[src/rtl/core_pkg.sv]
// Shared definitions for the five-stage MIPS core pipeline.
//
// Contents:
//   PC_RST_DEFAULT   PC presented by reset bubbles
//   NLANE_DEFAULT    default number of data lanes carried between stages
//   stage_state_t    occupancy of a pipe_stage_reg (EMPTY / ONE / TWO beats held)
//   LANE_*           lane index for each data-lane role
//   lane_lo()        bit offset of a lane inside a packed lane bus
package core_pkg;

    localparam logic [31:0] PC_RST_DEFAULT = 32'h00003000;
    localparam int          NLANE_DEFAULT  = 6;

    typedef enum logic [1:0] {
        EMPTY = 2'd0,
        ONE   = 2'd1,
        TWO   = 2'd2
    } stage_state_t;

    // Every stage packs its lanes in this order, so a lane produced in
    // one stage is found at the same offset in all later stages.
    localparam int LANE_ALU   = 0;
    localparam int LANE_DM    = 1;
    localparam int LANE_EXT   = 2;
    localparam int LANE_CMP   = 3;
    localparam int LANE_MD    = 4;
    localparam int LANE_SPARE = 5;

    function automatic int lane_lo(input int lane, input int dw);
        return lane * dw;
    endfunction

endpackage

[src/rtl/pipe_stage_reg_slot.sv]
// pipe_slot: one {pc, a3, data} holding register of a pipeline stage.
//
// Ports:
//   clk, reset          clock and synchronous active-high reset
//   load                capture d_pc / d_a3 / d_data
//   clear               turn the slot into a bubble carrying clear_pc
//   clear_pc            PC kept by the bubble
//   d_pc, d_a3, d_data  incoming beat
//   q_pc, q_a3, q_data  held beat
//
// Priority is reset, then clear, then load. A bubble always holds a3=0 and
// data=0 so it can never write the register file or forward data.
module pipe_slot #(
    parameter int          WD     = 192,
    parameter int          AW     = 5,
    parameter logic [31:0] RST_PC = 32'h00003000
) (
    input  logic          clk,
    input  logic          reset,
    input  logic          load,
    input  logic          clear,
    input  logic [31:0]   clear_pc,
    input  logic [31:0]   d_pc,
    input  logic [AW-1:0] d_a3,
    input  logic [WD-1:0] d_data,
    output logic [31:0]   q_pc,
    output logic [AW-1:0] q_a3,
    output logic [WD-1:0] q_data
);

    // Holding register; clear wins over load so a flush cannot be
    // overridden by a beat arriving in the same cycle.
    always_ff @(posedge clk) begin
        if (reset) begin
            q_pc   <= RST_PC;
            q_a3   <= '0;
            q_data <= '0;
        end else if (clear) begin
            q_pc   <= clear_pc;
            q_a3   <= '0;
            q_data <= '0;
        end else if (load) begin
            q_pc   <= d_pc;
            q_a3   <= d_a3;
            q_data <= d_data;
        end
    end

endmodule

[src/rtl/pipe_stage_reg.sv]
// pipe_stage_reg: parametrised pipeline stage register with valid bit,
// ready/valid handshake, 2-entry skid buffer and flush-to-bubble.
//
// Ports:
//   clk, reset     clock and synchronous active-high reset
//   in_valid       upstream beat valid
//   in_ready       stage can accept a beat (registered)
//   in_pc          upstream PC
//   in_a3          upstream destination register
//   in_data        upstream lanes, lane k at [k*DW +: DW]
//   flush          discard all held and incoming beats
//   flush_pc       PC carried by the flush bubble
//   out_valid      downstream beat valid
//   out_ready      downstream accepts the beat
//   out_pc         PC of the presented beat (bubble PC when out_valid=0)
//   out_a3         destination register, 0 for bubbles
//   out_data       lanes, all 0 for bubbles
//
// MAIN drives the outputs directly; SKID holds the one extra beat accepted
// while the output is stalled. Every output comes straight from a flop.
module pipe_stage_reg
    import core_pkg::*;
#(
    parameter int          NLANE  = NLANE_DEFAULT,
    parameter int          DW     = 32,
    parameter int          AW     = 5,
    parameter logic [31:0] PC_RST = PC_RST_DEFAULT
) (
    input  logic                clk,
    input  logic                reset,
    input  logic                in_valid,
    output logic                in_ready,
    input  logic [31:0]         in_pc,
    input  logic [AW-1:0]       in_a3,
    input  logic [NLANE*DW-1:0] in_data,
    input  logic                flush,
    input  logic [31:0]         flush_pc,
    output logic                out_valid,
    input  logic                out_ready,
    output logic [31:0]         out_pc,
    output logic [AW-1:0]       out_a3,
    output logic [NLANE*DW-1:0] out_data
);

    localparam int WD = NLANE * DW;

    stage_state_t  state;
    stage_state_t  next_state;

    logic          accept;
    logic          drain;

    logic          main_load;
    logic          main_clear;
    logic          main_from_skid;
    logic [31:0]   main_clear_pc;
    logic [31:0]   main_d_pc;
    logic [AW-1:0] main_d_a3;
    logic [WD-1:0] main_d_data;

    logic          skid_load;
    logic          skid_clear;
    logic [31:0]   skid_pc;
    logic [AW-1:0] skid_a3;
    logic [WD-1:0] skid_data;

    assign accept = in_valid & in_ready;
    assign drain  = out_valid & out_ready;

    // State register plus the registered handshake flags. out_valid and
    // in_ready are decoded from next_state so they stay in step with state
    // while still being plain flops on the output.
    always_ff @(posedge clk) begin
        if (reset) begin
            state     <= EMPTY;
            out_valid <= 1'b0;
            in_ready  <= 1'b1;
        end else begin
            state     <= next_state;
            out_valid <= (next_state != EMPTY);
            in_ready  <= (next_state != TWO);
        end
    end

    // Occupancy transitions. In TWO in_ready is low, so accept cannot fire
    // there; flush empties the stage whatever else happens.
    always_comb begin
        next_state = state;
        if (flush) begin
            next_state = EMPTY;
        end else begin
            case (state)
                EMPTY: if (accept) next_state = ONE;
                ONE: begin
                    if (accept && !drain) next_state = TWO;
                    else if (drain && !accept) next_state = EMPTY;
                end
                TWO: if (drain) next_state = ONE;
                default: next_state = EMPTY;
            endcase
        end
    end

    // Slot controls. A drain to EMPTY clears MAIN to a bubble that keeps
    // the drained PC; a flush clears both slots and installs flush_pc.
    always_comb begin
        main_load      = 1'b0;
        main_clear     = 1'b0;
        main_from_skid = 1'b0;
        main_clear_pc  = out_pc;
        skid_load      = 1'b0;
        skid_clear     = 1'b0;
        if (flush) begin
            main_clear    = 1'b1;
            main_clear_pc = flush_pc;
            skid_clear    = 1'b1;
        end else begin
            case (state)
                EMPTY: if (accept) main_load = 1'b1;
                ONE: begin
                    if (drain && accept) main_load = 1'b1;
                    else if (drain) main_clear = 1'b1;
                    else if (accept) skid_load = 1'b1;
                end
                TWO: begin
                    if (drain) begin
                        main_load      = 1'b1;
                        main_from_skid = 1'b1;
                        skid_clear     = 1'b1;
                    end
                end
                default: main_clear = 1'b1;
            endcase
        end
    end

    // MAIN is fed either by the upstream beat or by the beat waiting in SKID.
    always_comb begin
        main_d_pc   = main_from_skid ? skid_pc   : in_pc;
        main_d_a3   = main_from_skid ? skid_a3   : in_a3;
        main_d_data = main_from_skid ? skid_data : in_data;
    end

    pipe_slot #(.WD(WD), .AW(AW), .RST_PC(PC_RST)) u_main (
        .clk      (clk),
        .reset    (reset),
        .load     (main_load),
        .clear    (main_clear),
        .clear_pc (main_clear_pc),
        .d_pc     (main_d_pc),
        .d_a3     (main_d_a3),
        .d_data   (main_d_data),
        .q_pc     (out_pc),
        .q_a3     (out_a3),
        .q_data   (out_data)
    );

    pipe_slot #(.WD(WD), .AW(AW), .RST_PC(PC_RST)) u_skid (
        .clk      (clk),
        .reset    (reset),
        .load     (skid_load),
        .clear    (skid_clear),
        .clear_pc (flush_pc),
        .d_pc     (in_pc),
        .d_a3     (in_a3),
        .d_data   (in_data),
        .q_pc     (skid_pc),
        .q_a3     (skid_a3),
        .q_data   (skid_data)
    );

endmodule

[config.mk]
export PLATFORM = sky130hd
export DESIGN_NAME = pipe_stage_reg
export DESIGN_NICKNAME = d
export VERILOG_FILES = /design/src/rtl/core_pkg.sv /design/src/rtl/pipe_stage_reg_slot.sv /design/src/rtl/pipe_stage_reg.sv
export SDC_FILE = /design/constraint.sdc
export NUM_CORES = 1
export LEC_CHECK = 0
export CORE_UTILIZATION = 53
export DETAILED_ROUTE_END_ITERATION = 10
export PLACE_DENSITY = 0.89
export RECOVER_POWER = 100
export SETUP_SLACK_MARGIN = 0.5
export SYNTH_ARGS = -nofsm -noshare
export SYNTH_HDL_FRONTEND = slang
export SYNTH_SLANG_ARGS = --single-unit
[constraint.sdc]
create_clock -name clk -period 3.9 [get_ports clk]
set_input_delay 0.78 -clock clk [delete_from_list [all_inputs] [get_ports clk]]
set_output_delay 0.78 -clock clk [all_outputs]
set_load 0.02 [all_outputs]
Word-level counts from Yosys, hierarchy flattened:

Cells that the tools add are included.

* output and inout port bits: 231
* input port bits: 266
* flip-flop bits (word level): 462
* logic and storage cells: 57

* muxes and demuxes: 29
* equality and inequality tests: 4
* reductions and logical operators: 13
* bitwise logic cells: 2

Operators by type and width (number)
* $mux W192: 1
* $mux W32: 6
* $mux W1: 13
* $mux W2: 5
* $pmux W2 S3: 1
* $reduce_bool A2 Y1: 3
* $reduce_or A2 Y1: 3
* $mux W5: 1
* $ne A2 B2 Y1 const B: 2
* $logic_and A1 B1 Y1: 3
* $pmux W1 S3: 1
* $and A1 B1 Y1: 2
* $eq A2 B1 Y1 const B: 1
* $eq A2 B2 Y1 const B: 1
* $logic_not A1 Y1: 2
* $logic_not A2 Y1: 1
* $pmux W1 S2: 1
* $reduce_and A2 Y1: 1

Logic depth before layout (Yosys ltp):

Gate-level depths: netlist (run 1).

* depth in word-level cells: 8
* mapped depth: 9
* gate-level depth less buffers: 5

Cells and area by module:

Synthesis (run 1) repeated with hierarchy kept, for this count alone.

* cell total of the unflattened synthesis: 1880
* area, all modules: 21431.8 µm²

By module, submodules not included
* pipe_slot: seq. area each 4584.4 µm², cells an instance 780, area an instance 8481.9 µm², times used 2
* pipe_stage_reg: seq. area each 80.1 µm², cells an instance 320, area an instance 4468.0 µm², times used 1

Least setup slack after synthesis (run 1):

OpenSTA, ideal clock, no wires.

* kind: input-to-reg
* start: input out_ready
* end: register u_skid.q_data[161]
* setup slack: 1571 ps
* stages on the path: 9
* data required time: 3768 ps
* path buffers: 4
* library setup time: 132 ps
* arrival time: 2197 ps
* path through: and2_1 -> or3b_1 -> buf_2 -> or2_1 -> buf_2 -> buf_4 -> buf_6 -> nand2_1 -> a21oi_1

* cells in the longest elaborated chain, start to end: 5
* elaborated cells on any way between the ends: 10
* classes of those cells: mux: 7; bitwise: 1; reduce/logical: 2

Ends and longest elaborated chain
* start, declared: RTL line pipe_stage_reg.sv:39 `input logic out_ready,`
* $and A1 B1 Y1 *: RTL line pipe_stage_reg.sv:68 `assign drain = out_valid & out_ready;`
* $mux W1, or another cell as far along: RTL line pipe_stage_reg.sv:122 `else if (drain) main_clear = 1'b1;`
* $mux W1 (on tied branches): RTL line pipe_stage_reg.sv:121, pipe_stage_reg.sv:118
* $mux W1 (on tied branches): RTL line pipe_stage_reg.sv:118, pipe_stage_reg.sv:113
* $mux W1 / $reduce_or A2 Y1 (equally long branches)
* end signal, assigned: RTL line pipe_stage_reg_slot.sv:45 `q_data <= d_data;`
* end, declared: RTL line pipe_stage_reg_slot.sv:28 `output logic [WD-1:0] q_data`

Every way passes the cells marked *; elsewhere a longest branch is shown, timed or not.
A chain may end at the register's enable or synchronous reset.

Worst setup path in the final report (run 1):

* start: input out_ready
* end: register u_main.q_a3[1]

* cells in the longest elaborated chain, start to end: 6
* elaborated cells on any way between the ends: 13
* classes of those cells: mux: 10; bitwise: 1; reduce/logical: 2

Ends and longest elaborated chain
* $and A1 B1 Y1 *: RTL line pipe_stage_reg.sv:68
* $mux W1 / $logic_and A1 B1 Y1 (equally long branches): RTL line pipe_stage_reg.sv:122, pipe_stage_reg.sv:126, pipe_stage_reg.sv:121
* $mux W1: RTL line pipe_stage_reg.sv:121 `if (drain && accept) main_load = 1'b1;`
* $pmux W1 S2: RTL line pipe_stage_reg.sv:118 `case (state)`
* $mux W1: RTL line pipe_stage_reg.sv:113 `if (flush) begin`
* $reduce_or A2 Y1 (no line)
* end signal, assigned: RTL line pipe_stage_reg_slot.sv:36 `q_a3 <= '0;`
* end signal, assigned: RTL line pipe_stage_reg_slot.sv:40 `q_a3 <= '0;`
* end signal, assigned: RTL line pipe_stage_reg_slot.sv:44 `q_a3 <= d_a3;`
* end, declared: RTL line pipe_stage_reg_slot.sv:27 `output logic [AW-1:0] q_a3,`

Marked as above.

==> results of run 1 <==
[state kept, by name, indices dropped and copies added, names as in the netlist]
name           cells
u_skid.q_data    192
in_ready           1
out_valid          1
u_skid.q_a3        5
u_skid.q_pc       32
u_main.q_data    192
u_main.q_pc       32
state              2
u_main.q_a3        5
[final cells by class]
| cell class | count | area [um2] |
|---|---|---|
| fill | 2394 | 9360 |
| sequential | 462 | 9250 |
| multi-input combinational | 1465 | 8770 |
| timing repair buffer | 532 | 5430 |
| clock buffer | 66 | 1360 |
| tap | 455 | 569 |
| clock inverter | 10 | 109 |
| antenna | 12 | 30.0 |
| inverter | 2 | 7.51 |
[cell families (layout without fill, tap and decap cells)]
kind of cell           count (synthesis)  after routing
and+or+nand+nor                      736            736
AOI/OAI and AO/OA                    465            465
DFF                                  462            462
muxes                                264            264
buffers and inverters                196            610
other                                  0             12
[worst paths after layout]
path / endpoint / from / slack [ns] / depth (start not counted)
min: u_skid.q_data[67] / u_skid.q_data[67] / 0.45 / 2
max: u_main.q_a3[1] / out_ready / 0.54 / 6
min reg2reg: u_skid.q_data[67] / u_skid.q_data[67] / 0.45 / 2
max reg2reg: u_main.q_a3[1] / out_valid / 0.96 / 5
[metrics by stage]
step	area [um2]	setup WS (ns)	power [mW]
2_1_floorplan	19000	1.57	5.83
3_3_place_gp	24100	0.664	6.59
3_5_place_dp	24100	0.539	6.64
4_1_cts	25500	1.08	10.9
5_1_grt	25500	0.453	11.2
6_report	25500	0.536	10.8
[worst max-delay path, delay by kind of cell]
| kind | cells | cell delay (ns) |
|---|---|---|
| compound gates | 3 | 1.54 |
| buf+inv | 2 | 1.21 |
| simple gates | 1 | 0.19 |
[per-layer routing]
layer | share of wire, % | wire [um]
met1 | 38 | 21500
met2 | 48 | 27200
met3 | 7.6 | 4290
met4 | 6.3 | 3570
met5 | 0.030 | 17
[power by group through the flow]
stage	Sequential (mW)	Combinational (mW)	Clock (mW)
after floorplan	5.29	0.545	0
after global placement	5.12	1.47	0
after detailed placement	5.13	1.51	0
after CTS	5.03	1.53	4.37
after global routing	5.04	1.58	4.58
final	5.02	1.48	4.33
[synth_stat cells (all sizes together) (2+ instances only)]
| cell | n | area share [%] |
|---|---|---|
| nor2b | 2 | 0.066 |
| a211oi | 228 | 9.0 |
| a21oi | 201 | 5.3 |
| nor2 | 235 | 4.7 |
| nand3b | 61 | 2.4 |
| or2 | 3 | 0.099 |
| clkbuf | 104 | 2.1 |
| mux2i | 262 | 14 |
| inv | 2 | 0.040 |
| dfxtp | 462 | 49 |
| buf | 90 | 3.0 |
| mux2 | 2 | 0.12 |
| o211ai | 31 | 1.2 |
| or3 | 29 | 0.96 |
| o21ai | 2 | 0.053 |
| nand2 | 400 | 7.9 |
==> results.py, run 1 <==
metrics = {
    "worst_setup_path": {
        "worst_path_most_repeated_cell": "sky130_fd_sc_hd__a211oi_1",
        "critPathRequiredTime_ns": 4.28,
        "critPathArrivalTime_ns": 3.75,
        "capturing_element_type_of_the_critical_path": "flip-flop",
        "worst_path_largest_cell_delay_ns": 1.31,
        "crit_path_top_delay_cell": "sky130_fd_sc_hd__o21bai_2",
        "cell_by_cell_listing_of_the_critical_path": "dlygate4sd3_1 -> and2_1 -> a211oi_1 -> o21bai_2 -> clkbuf_1 -> a211oi_1",
        "start_kind": "input pin",
        "critical_path_peak_fanout": 37,
        "setup.worst_path.class": "input pin to flip-flop",
    },
    "synth": {
        "avgSynthCellArea_um2": 8.93,
        "synth_seq_area_share_pct": 48.8,
        "synth_top_family_by_area": "simple AND/OR/NAND/NOR gates",
        "post_synthesis_instance_area_um2": 19000,
        "portion_of_netlist_area_occupied_by_mux_cells_pct": 14.0,
        "synth_compound_area_share_pct": 15.7,
        "synthXorXnorAreaFrac_pct": 0,
        "syn_inst": 2123,
        "yosys.area_share.simple_pct": 16.4,
        "ys_seq_elements": 462,
        "synth_adder_area_share_pct": 0,
        "ys_dominant_reg_cell": "sky130_fd_sc_hd__dfxtp_1",
        "synth_enable_flop_cells": 0,
        "synthesis.nets": 2389,
        "number_of_synthesis_warnings": 0,
        "number_of_unique_standard_cell_types_used_by_synthesis": 30,
        "async_flop_share_pct": 0,
    },
    "floorplanning": {
        "std_cell_rows": 68,
        "die-width_um": 191,
        "ios": 497,
        "dieArea_um2": 36500,
        "die_h_um": 191,
        "core_area_um2": 34900,
        "initial_util_pct": 54.3,
    },
    "layout": {
        "layout.core_utilization_pct": 73.2,
        "finalNonFillerCells": 3004,
        "post_route_cells_drive_above_1_share_pct": 4.53,
        "finish.net_count": 2775,
        "most-common-layout-cells": "462 x sky130_fd_sc_hd__dfxtp_1, 400 x sky130_fd_sc_hd__nand2_1, 263 x sky130_fd_sc_hd__clkdlybuf4s50_1",
        "leading_cell_type_in_the_layout_fill_and_taps_excluded": "sky130_fd_sc_hd__dfxtp_1",
        "area_growth_pct": 34.7,
    },
    "pwr": {
        "proportion_of_power_drawn_by_the_clock_network_pct": 40.0,
        "power_switching_mw": 2.71,
        "power_frac_seq_pct": 46.4,
        "power.switching_fraction_pct": 25.0,
        "power_leakage_nw": 9.01,
        "vdd_drop_max_v": 0.000339,
        "power_frac_comb_pct": 13.6,
        "p_int_mw": 8.12,
        "power_density_nw_per_um2": 424,
    },
    "drt": {
        "final_antenna_net_count": 0,
        "drt-pass1-iter-count": 5,
        "violation_count_after_the_first_detailed_route_iteration": 1051,
        "drc_errors": 0,
        "routed_via_density": 5.74,
        "route.final.wire_length_um": 56600,
        "route.vias.total": 17252,
        "drt-wirelength-per-cell_um": 18.8,
    },
    "grt": {
        "globalRouteOverflowTotal": 0,
        "grt-busiest-layer": "met2",
        "grt_max_degree": 198,
        "globalRouteMet3Util_pct": 5.93,
        "first_pass_grt_wire_length_um": 87800,
        "first_global_vias": 16928,
        "grt.met2_usage_pct": 50.2,
        "grt_antenna_before_repair": 12,
        "groute.usage.overall_pct": 29.8,
        "grt_use_met1_pct": 34.7,
    },
    "clocking": {
        "cts_buffers": 46,
        "clock_tree.buffer_depth": 3,
        "post_cts_resize_count": 0,
        "htreeDepth": 2,
        "clock_tree_from_tritoncts": "built",
        "cts_sinks": 462,
        "clkSlewWorstSetupHoldPaths_ns": 0.06,
        "clockRootBuffer": "sky130_fd_sc_hd__clkbuf_16",
        "cts_setup_buffers": 0,
        "clk_latency_ns": 0.54,
        "cts-hold-fix-buffers": 0,
    },
    "hold_path": {
        "timing.hold.worst.class": "flip-flop to flip-flop",
    },
    "sta": {
        "max_freq_mhz": 297,
        "max-slew-margin-rel_pct": -13.2,
        "setup_viol": 0,
        "tightest_slew_ns": 1.70,
        "totalNegativeSetupSlack_ns": 0,
        "timing.final.max_slew_violations": 36,
        "holdWs_ns": 0.453,
        "min_period_over_period_pct": 86.3,
        "final.min_clock_period_ns": 3.36,
        "unrepaired_setup_endpoints_after_global_routing": "false",
        "final-hold-violation-count": 0,
        "clock-skew-final_ns": 0.0127,
    },
    "status": {
        "outcome": "finished, violations left",
        "failed_checks": "capacitance limit, slew limit",
    },
    "place": {
        "post_dp_hpwl_um": 36800,
        "port-buffer-count": 496,
        "routabilityCongestion": 0.861,
        "total_placed_cells_including_tap_cells": 2916,
    },
    "flow_run": {
        "cap_violations": 1,
    },
}
(Power assumes the default switching activity.)
==> run 2: changes to the inputs <==
- CELL_PAD_IN_SITES_DETAIL_PLACEMENT: default -> 2
- CELL_PAD_IN_SITES_GLOBAL_PLACEMENT: default -> 2
- CORE_UTILIZATION: 53 -> 31
- PLACE_DENSITY: 0.89 -> 0.88
==> run 2 against run 1 <==
Net effect:
- the run now ends clean
- worst setup slack improved by 0.12 ns
- global-route usage decreased by 6.2 points
- cell area increased by 3.4%
- via count increased by 2.1%
- sequential share of layout area decreased by 1.2 points
- sequential power about the same
- first-iteration DRC count decreased by 46%
- critical path depth increased by 1
- power increased by 9.2%
- die area increased by 70%
- hold slack improved by 0.0068 ns
- critical endpoint is now u_main.q_data[101]
==> results.py, run 2 (synthesized netlist as in run 1, its figures left out) <==
metrics = {
    "clocking": {
        "cts_sinks": 462,
        "clock_tree_from_tritoncts": "built",
        "cts-hold-fix-buffers": 0,
        "cts_setup_buffers": 0,
        "clk_latency_ns": 0.60,
        "clockRootBuffer": "sky130_fd_sc_hd__clkbuf_16",
        "post_cts_resize_count": 0,
        "htreeDepth": 2,
        "clkSlewWorstSetupHoldPaths_ns": 0.06,
        "clock_tree.buffer_depth": 3,
        "cts_buffers": 53,
    },
    "layout": {
        "regArea_um2": 9250,
        "area_growth_pct": 39.3,
        "multiInputGateArea_um2": 8780,
        "leading_cell_type_in_the_layout_fill_and_taps_excluded": "sky130_fd_sc_hd__dfxtp_1",
        "layout.core_utilization_pct": 43.7,
        "most-common-layout-cells": "462 x sky130_fd_sc_hd__dfxtp_1, 400 x sky130_fd_sc_hd__nand2_1, 262 x sky130_fd_sc_hd__mux2i_1, 262 x sky130_fd_sc_hd__clkdlybuf4s50_1, 233 x sky130_fd_sc_hd__dlygate4sd3_1",
        "post_route_cells_drive_above_1_share_pct": 5.69,
        "leading_registers_by_flop_count": "u_main.q_data: 192 flops, u_skid.q_data: 192 flops",
        "finish.net_count": 2795,
        "finalNonFillerCells": 3368,
        "num-fill-cells": 6429,
    },
    "worst_setup_path": {
        "worst_path_largest_cell_delay_ns": 0.61,
        "critPathArrivalTime_ns": 3.72,
        "worst_path_most_repeated_cell": "sky130_fd_sc_hd__a211oi_1",
        "cell_by_cell_listing_of_the_critical_path": "dlygate4sd3_1 -> and2_0 -> a211oi_1 -> o21bai_4 -> buf_12 -> clkbuf_4 -> a211oi_1",
        "setup.worst_path.class": "input pin to flip-flop",
        "critical_path_peak_fanout": 71,
        "crit_path_top_delay_cell": "sky130_fd_sc_hd__dlygate4sd3_1",
        "cell_class_contributing_the_biggest_share_of_worst_path_delay": "buffers and inverters",
        "capturing_element_type_of_the_critical_path": "flip-flop",
        "critPathRequiredTime_ns": 4.38,
        "worst_path_buf_inv": 3,
        "start_kind": "input pin",
    },
    "floorplanning": {
        "std_cell_rows": 90,
        "core_area_um2": 60400,
        "initial_util_pct": 31.4,
        "die_h_um": 249,
        "die-width_um": 249,
        "dieArea_um2": 62100,
        "ios": 497,
    },
    "sta": {
        "clock-skew-final_ns": 0.0239,
        "max_freq_mhz": 309,
        "max-slew-margin-rel_pct": 10.6,
        "final.min_clock_period_ns": 3.24,
        "totalNegativeSetupSlack_ns": 0,
        "timing.final.max_slew_violations": 0,
        "min_period_over_period_pct": 83.1,
        "final-hold-violation-count": 0,
        "unrepaired_setup_endpoints_after_global_routing": "false",
        "setup_viol": 0,
        "tightest_slew_ns": 1.34,
    },
    "place": {
        "routabilityCongestion": 0.788,
        "port-buffer-count": 496,
        "post_dp_hpwl_um": 48600,
        "total_placed_cells_including_tap_cells": 3256,
    },
    "drt": {
        "routedLengthMet1_um": 29500,
        "dr_wl_met2_um": 39300,
        "violation_count_after_the_first_detailed_route_iteration": 564,
        "drt-wirelength-per-cell_um": 22.4,
        "detailroute.wirelength.met3_um": 3950,
        "route.vias.total": 17618,
        "routed_via_density": 5.23,
        "top_layer": "met5",
        "final_antenna_net_count": 0,
        "drc_errors": 0,
        "route.final.wire_length_um": 75500,
        "drt-pass1-iter-count": 4,
    },
    "pwr": {
        "power_leakage_nw": 9.26,
        "vdd_drop_max_v": 0.000319,
        "power_density_nw_per_um2": 448,
    },
    "flow_run": {
        "cap_violations": 0,
    },
    "grt": {
        "grt_max_degree": 119,
        "first_pass_grt_wire_length_um": 116000,
        "grt_antenna_before_repair": 23,
        "groute.usage.overall_pct": 23.5,
        "globalRouteOverflowTotal": 0,
        "first_global_vias": 19759,
    },
    "hold_path": {
        "timing.hold.worst.class": "flip-flop to flip-flop",
    },
    "status": {
        "outcome": "complete, no violations",
    },
}
[run 2: cell count changes in the layout (fill, tap and decap cells not counted), moves of 2 or more]
cell,delta
sky130_fd_sc_hd__buf_4,+8
sky130_fd_sc_hd__bufinv_16,+5
sky130_fd_sc_hd__clkbuf_16,+6
sky130_fd_sc_hd__clkbuf_2,+2
sky130_fd_sc_hd__clkbuf_8,-2
sky130_fd_sc_hd__clkinv_2,+9
sky130_fd_sc_hd__clkinv_8,+2
sky130_fd_sc_hd__diode_2,+6
[run 2: path summary, 6_finish.rpt]
path / startpoint / endpoint / slack [ns] / depth (start not counted)
max: out_ready / u_main.q_data[101] / 0.66 / 7
min: u_skid.q_data[169] / u_skid.q_data[169] / 0.46 / 2
max reg2reg: out_valid / u_skid.q_data[142] / 1.10 / 6
min reg2reg: u_skid.q_data[169] / u_skid.q_data[169] / 0.46 / 2
[run 2: routing by layer]
layer	vias to the layer above	global-route usage (%)
met2	433	43.3
met3	146	5.46
met4	10	10.0
met5	-	0
met1	8811	25.7
li1	8218	-
[run 2: power by group]
group | total (mW) | leakage (nW) | internal [mW] | switching (mW)
Combinational | 1.55 | 4.60 | 0.683 | 0.871
Clock | 5.24 | 0.902 | 3.12 | 2.12
Sequential | 5.02 | 3.76 | 4.91 | 0.114
Total | 11.8 | 9.26 | 8.72 | 3.10
[run 2: area by class of cell]
type	instances	share of cell area, %
Timing Repair Buffer	545	20.9
Sequential cell	462	35.0
Antenna cell	18	0.171
Tap cell	782	3.71
Inverter	2	0.0284
Clock inverter	26	1.28
Clock buffer	68	5.58
Multi-Input combinational cell	1465	33.3
[run 2: worst min-delay path, cell delays in order (launching register included)]
cell and delay [ns]:
sky130_fd_sc_hd__dfxtp_1 0.31, sky130_fd_sc_hd__nand2_1 0.05, sky130_fd_sc_hd__a21oi_1 0.05
[run 2: through the flow]
| stage | power, mW | worst slack (ns) | hold WS, ns | cell area [um2] |
|---|---|---|---|---|
| after detailed placement | 6.73 | 0.481 | 0.451 | 24600 |
| after global placement | 6.64 | 0.663 | 0.440 | 24600 |
| after CTS | 12.0 | 1.09 | 0.459 | 26400 |
| after global routing | 12.2 | 0.490 | 0.477 | 26400 |
| after floorplan | 5.83 | 1.57 | 0.436 | 19000 |
| final | 11.8 | 0.660 | 0.460 | 26400 |
